**src/rtl/memoredf_pkg.sv**
```systemverilog
// Shared defaults and types for the request queues and the scheduler that
// arbitrates between them.
package memoredf_pkg;

   localparam int DEFAULT_NUMBER_OF_QUEUES = 4;
   localparam int DEFAULT_QUEUE_DEPTH      = 8;
   localparam int DEFAULT_DATA_WIDTH       = 64;
   localparam int QUEUE_ID_WIDTH           = $clog2(DEFAULT_NUMBER_OF_QUEUES);

   typedef logic [QUEUE_ID_WIDTH-1:0] queue_id_t;

   // An occupancy counter must be able to hold the value QUEUE_DEPTH itself.
   function automatic int count_width(input int depth);
      return $clog2(depth + 1);
   endfunction

endpackage

```
**src/rtl/queue_fifo.sv**
```systemverilog
// Single circular FIFO holding the pending requests of one master.
module queue_fifo
   import memoredf_pkg::*;
#(
   parameter int QUEUE_DEPTH  = DEFAULT_QUEUE_DEPTH,
   parameter int DATA_WIDTH   = DEFAULT_DATA_WIDTH,
   localparam int COUNT_WIDTH   = count_width(QUEUE_DEPTH),
   localparam int POINTER_WIDTH = $clog2(QUEUE_DEPTH)
) (
   input  logic                   clock,
   input  logic                   reset,
   input  logic                   push,
   input  logic                   pop,
   input  logic [DATA_WIDTH-1:0]  push_data,
   output logic [DATA_WIDTH-1:0]  head,
   output logic [COUNT_WIDTH-1:0] count,
   output logic                   full,
   output logic                   empty
);

   localparam logic [COUNT_WIDTH-1:0] FULL_COUNT = COUNT_WIDTH'(QUEUE_DEPTH);

   logic [DATA_WIDTH-1:0]    storage [QUEUE_DEPTH];
   logic [POINTER_WIDTH-1:0] write_pointer;
   logic [POINTER_WIDTH-1:0] read_pointer;
   logic                     do_push;
   logic                     do_pop;

   assign full    = (count == FULL_COUNT);
   assign empty   = (count == '0);
   assign do_push = push & ~full;
   assign do_pop  = pop & ~empty;
   assign head    = storage[read_pointer];

   // Storage is left unreset: an entry is only ever read after it was written.
   always_ff @(posedge clock) begin
      if (do_push) begin
         storage[write_pointer] <= push_data;
      end
   end

   // Power-of-two depth lets the pointers wrap by plain overflow.
   always_ff @(posedge clock) begin
      if (reset) begin
         write_pointer <= '0;
         read_pointer  <= '0;
         count         <= '0;
      end else begin
         if (do_push) begin
            write_pointer <= write_pointer + POINTER_WIDTH'(1);
         end
         if (do_pop) begin
            read_pointer <= read_pointer + POINTER_WIDTH'(1);
         end
         case ({do_push, do_pop})
            2'b10:   count <= count + COUNT_WIDTH'(1);
            2'b01:   count <= count - COUNT_WIDTH'(1);
            default: count <= count;
         endcase
      end
   end

endmodule

```
**src/rtl/request_queues.sv**
```systemverilog
// Per-master request queues feeding one registered dispatch port; the external
// scheduler picks which queue's head goes out next.
module request_queues
   import memoredf_pkg::*;
#(
   parameter int NUMBER_OF_QUEUES = DEFAULT_NUMBER_OF_QUEUES,
   parameter int QUEUE_DEPTH      = DEFAULT_QUEUE_DEPTH,
   parameter int DATA_WIDTH       = DEFAULT_DATA_WIDTH,
   localparam int COUNT_WIDTH     = count_width(QUEUE_DEPTH),
   localparam int ID_WIDTH        = $clog2(NUMBER_OF_QUEUES)
) (
   input  logic                                        clock,
   input  logic                                        reset,
   input  logic [NUMBER_OF_QUEUES-1:0]                 in_valid,
   input  logic [NUMBER_OF_QUEUES-1:0][DATA_WIDTH-1:0] in_data,
   output logic [NUMBER_OF_QUEUES-1:0]                 in_ready,
   output logic [NUMBER_OF_QUEUES-1:0]                 empty,
   output logic [NUMBER_OF_QUEUES-1:0][COUNT_WIDTH-1:0] occupancy,
   input  logic                                        sched_valid,
   input  logic [ID_WIDTH-1:0]                         sched_selection,
   output logic                                        out_valid,
   input  logic                                        out_ready,
   output logic [DATA_WIDTH-1:0]                       out_data,
   output logic [ID_WIDTH-1:0]                         out_id,
   output logic                                        dispatched,
   output logic [ID_WIDTH-1:0]                         dispatched_id,
   output logic                                        sched_miss
);

   logic [NUMBER_OF_QUEUES-1:0]                 queue_full;
   logic [NUMBER_OF_QUEUES-1:0]                 queue_push;
   logic [NUMBER_OF_QUEUES-1:0]                 queue_pop;
   logic [NUMBER_OF_QUEUES-1:0][DATA_WIDTH-1:0] queue_head;
   logic                                        output_free;
   logic                                        selected_empty;
   logic [DATA_WIDTH-1:0]                       selected_head;
   logic                                        accept;
   logic                                        miss;

   for (genvar i = 0; i < NUMBER_OF_QUEUES; i++) begin : g_queue
      localparam logic [ID_WIDTH-1:0] THIS_ID = ID_WIDTH'(i);

      assign in_ready[i]   = ~queue_full[i] & ~reset;
      assign queue_push[i] = in_valid[i] & in_ready[i];
      assign queue_pop[i]  = accept & (sched_selection == THIS_ID);

      queue_fifo #(
         .QUEUE_DEPTH (QUEUE_DEPTH),
         .DATA_WIDTH  (DATA_WIDTH)
      ) u_queue_fifo (
         .clock     (clock),
         .reset     (reset),
         .push      (queue_push[i]),
         .pop       (queue_pop[i]),
         .push_data (in_data[i]),
         .head      (queue_head[i]),
         .count     (occupancy[i]),
         .full      (queue_full[i]),
         .empty     (empty[i])
      );
   end

   // An index with no matching queue reads as empty, so out-of-range grants
   // fall into the same miss path as grants to a drained queue.
   always_comb begin
      selected_empty = 1'b1;
      selected_head  = '0;
      for (int i = 0; i < NUMBER_OF_QUEUES; i++) begin
         if (sched_selection == ID_WIDTH'(i)) begin
            selected_empty = empty[i];
            selected_head  = queue_head[i];
         end
      end
   end

   assign output_free = ~out_valid | out_ready;
   assign accept      = sched_valid & output_free & ~selected_empty;
   assign miss        = sched_valid & output_free & selected_empty;

   // While stalled the output register and its id are frozen; once the
   // consumer takes the request without a replacement, only out_valid drops.
   always_ff @(posedge clock) begin
      if (reset) begin
         out_valid     <= 1'b0;
         out_data      <= '0;
         out_id        <= '0;
         dispatched    <= 1'b0;
         dispatched_id <= '0;
         sched_miss    <= 1'b0;
      end else begin
         dispatched <= accept;
         sched_miss <= miss;
         if (accept) begin
            out_valid     <= 1'b1;
            out_data      <= selected_head;
            out_id        <= sched_selection;
            dispatched_id <= sched_selection;
         end else if (out_ready) begin
            out_valid <= 1'b0;
         end
      end
   end

endmodule
```
**config.mk**
```make
export PLATFORM = sky130hd
export DESIGN_NAME = request_queues
export DESIGN_NICKNAME = d
export VERILOG_FILES = /design/src/rtl/memoredf_pkg.sv /design/src/rtl/queue_fifo.sv /design/src/rtl/request_queues.sv
export SDC_FILE = /design/constraint.sdc
export NUM_CORES = 2
export LEC_CHECK = 0
export BUFFER_PORTS_ARGS = -buffer_cell sky130_fd_sc_hd__buf_2
export CAP_MARGIN = 10
export CORE_UTILIZATION = 26
export CTS_BUF_LIST = sky130_fd_sc_hd__clkbuf_8
export DETAILED_ROUTE_END_ITERATION = 10
export PLACE_DENSITY = 0.41
export SLEW_MARGIN = 15
export SYNTH_ARGS = -nofsm -noshare
export SYNTH_HDL_FRONTEND = slang
export SYNTH_SLANG_ARGS = --single-unit
```
**constraint.sdc**
```tcl
create_clock -name clock -period 12.26 [get_ports clock]
set_input_delay 1.839 -clock clock [delete_from_list [all_inputs] [get_ports clock]]
set_output_delay 1.839 -clock clock [all_outputs]
set_load 0.05 [all_outputs]
```
==> run metrics <==
total track usage=0.162; Crit Path Class=in -> out; Root Driver=clkbuf_8; Multi-input gate area=approximately 18,000 um2; CTS sink cnt=approximately 2,200; Clock H-tree levels=5; 1st-iter DRT viols=about 3,000; placement row count=~210; clk_skew=around 0.067 ns; Synth Register Bits=about 2,200; Mapped Area=83,100 um2; Distinct cells, synth=50; Post-DP HPWL=between 150 and 200 mm; vias in the first global route=around 43,000; post-route design area=roughly 100,000 um2; placed inst area=between 90,000 and 100,000 um2; CP startpoint kind=input pin; static leakage=roughly 30 nW; main combinational cell family by area after synthesis=multiplexers; hold_buf cts=0; Synth Area in XOR/XNOR=0.00200; clk_lat worst skew=about 1.1 ns; TritonCTS clock tree=built; first-pass GRT wire length=roughly 360 mm; Final Max Slew Viols=0; Data required, critical path=~10 ns; proportion of layout cells with a drive suffix above 1=0.327; Area Overhead vs Synth=16.9%; fin worst setup slack=slightly above 7 ns; FFs w/ async S/R, synth=0; CP arrival=roughly 3.2 ns; core area=roughly 320,000 um2; Min-Delay Path Class=reg -> reg; Slew headroom=0.227; Die W=between 500 and 600 um; total number of vias=41,400; total negative setup slack=0 ns; First-pass DRT Iterations=8; RSZ-0062 raised after global routing=no; Tmin final=roughly 5.0 ns; compound-cell area share of the yosys netlist=0.0234; Sequential Area=roughly 64,000 um2; # Post-CTS Setup Buffers=0; ANT nets after route=0; max-cap violations=0; CP Max Fanout=between 40 and 50; cells resized by post-CTS repair=0; Power per Cell Area=between 150 and 200 nW/um2; Final period util=0.412; EDFF count, synth=~2,000; CTS Buf Count=381; Top FF cell, synth=edfxtp_1; Max VDD drop=around 0.077 mV; Simple-Gate Fraction of Synth Area=0.0312; Wirelength per Cell=about 29 um; status=complete, no violations; pre-CTS setup slack=around 6.6 ns; chip height=about 570 um; Congestion Overflow GR=0; Post-Synth Adder-Cell Area=0.00301; vias per inst=around 4.6; Least-Margin Pin Slew=1.16 ns; proportion of synthesized area in mux cells=0.158; Port Buffers=360; antenna violations before repair=155; most common cell after layout, fill and taps aside=edfxtp_1; die area=about 320,000 um2; Remaining DRCs=0; fillers=around 31,000; FMAX=slightly below 200 MHz; IO Pins=361; clock slew at reported path FFs=roughly 0.06 ns; Setup Viol. Count Final=0; Final Hold Viols=0; Post-Syn Nets=approximately 4,200; Seq/Total Area, Yosys=0.769; Worst Setup End Kind=output pin; Routed WL=~270 mm; buffer levels on the longest clock path=4; most frequent cells in the layout=edfxtp_1, mux4_2, clkbuf_8; largest net degree at the start of global routing=just over 100; Ys Warns=0; Syn Inst Count=between 3,000 and 4,000; gpl congestion=~0.78; Starting Density=0.261; Final nets=between 4,000 and 5,000; syn avg cell area=21.1 um2
-- sequential cells by signal (all words and copies together), names as in the netlist, named ones only --
name,cells
g_queue.u_queue_fifo.storage,2048
g_queue.u_queue_fifo.count,16
dispatched_id,2
g_queue.u_queue_fifo.write_pointer,12
sched_miss,1
dispatched,1
out_valid,1
g_queue.u_queue_fifo.read_pointer,12
out_data,64
-- synthesized netlist by cell type (11+ instances only) --
cell type	n	area, um2
nor3_2	53	531
buf_2	87	435
clkbuf_1	88	330
a211oi_1	33	248
o31ai_1	12	90.1
nand2b_1	19	119
nor4_1	12	75.1
nor2_1	175	657
a22o_1	11	96.3
xor2_1	16	140
o22ai_1	109	682
nor2b_1	37	231
buf_4	14	105
mux2i_1	193	1930
nand3_1	15	75.1
edfxtp_1	2048	61500
nor3_1	80	400
nand2_1	28	105
mux4_2	436	9820
mux2_2	113	1270
o221ai_1	38	333
o21ai_0	23	115
buf_1	24	90.1
a21oi_1	33	165
dfxtp_1	121	2420
ha_1	20	250
a22oi_1	19	143
-- power by group --
| part | internal [mW] | leakage (nW) | total, mW | switching [mW] |
|---|---|---|---|---|
| Sequential | 8.21 | 19.5 | 8.28 | 0.0674 |
| Clock | 3.11 | 4.10 | 6.18 | 3.07 |
| Combinational | 0.194 | 6.63 | 0.738 | 0.544 |
| Total | 11.5 | 30.2 | 15.2 | 3.68 |
-- layout make-up --
class | instances | area share
flip-flops and latches | 2169 | 0.658
repair buffers | 459 | 0.0265
clock buffers | 393 | 0.0557
clock inverters | 291 | 0.0159
multi-input cells | 1543 | 0.189
diodes | 31 | 0.000798
well taps | 4180 | 0.0538
inverters | 4 | 0.000155
-- kinds of logic after synthesis --
logic type      count (synthesis)
simple gates                  466
flops                        2169
fa+ha+maj                      20
mux                           752
xor+xnor                       19
compound gates                286
buf+inv                       227
-- critical path: stages --
cell     delay, ns
buf_6         0.22
buf_4         0.59
a21oi_1       0.22
buf_2         0.29
-- stage by stage --
step	utilization	power, mW	hold WS, ns	std cells
finish	0.306	15.2	0.485	9070
global route	0.305	15.8	0.506	9052
CTS	0.305	15.4	0.488	9039
detailed placement	0.283	9.19	0.478	8355
global placement	0.283	9.18	0.468	8355
floorplan	-	8.78	0.462	3939
-- per-layer routing --
metal  up-vias  wire length (um)  global-route usage
met3       529             16700              0.0454
met5         -               709                   0
met1     21900            107000               0.198
met4       110              9110              0.0553
li1      17700                 -                   -
met2      1097            132000               0.276
-- final timing paths --
check	startpoint	end	slack [ns]	cells past startpoint
setup / recovery	reset	in_ready[1]	7.21	4
hold / removal	g_queue[3].u_queue_fifo.read_pointer[1]$_SDFFE_PP0N_	flop	0.49	2
setup reg to reg	flop	out_data[59]$_SDFFE_PP0N_	7.87	7
hold reg to reg	g_queue[3].u_queue_fifo.read_pointer[1]$_SDFFE_PP0N_	flop	0.49	2
Note: power is estimated with default switching activity, not from simulation.
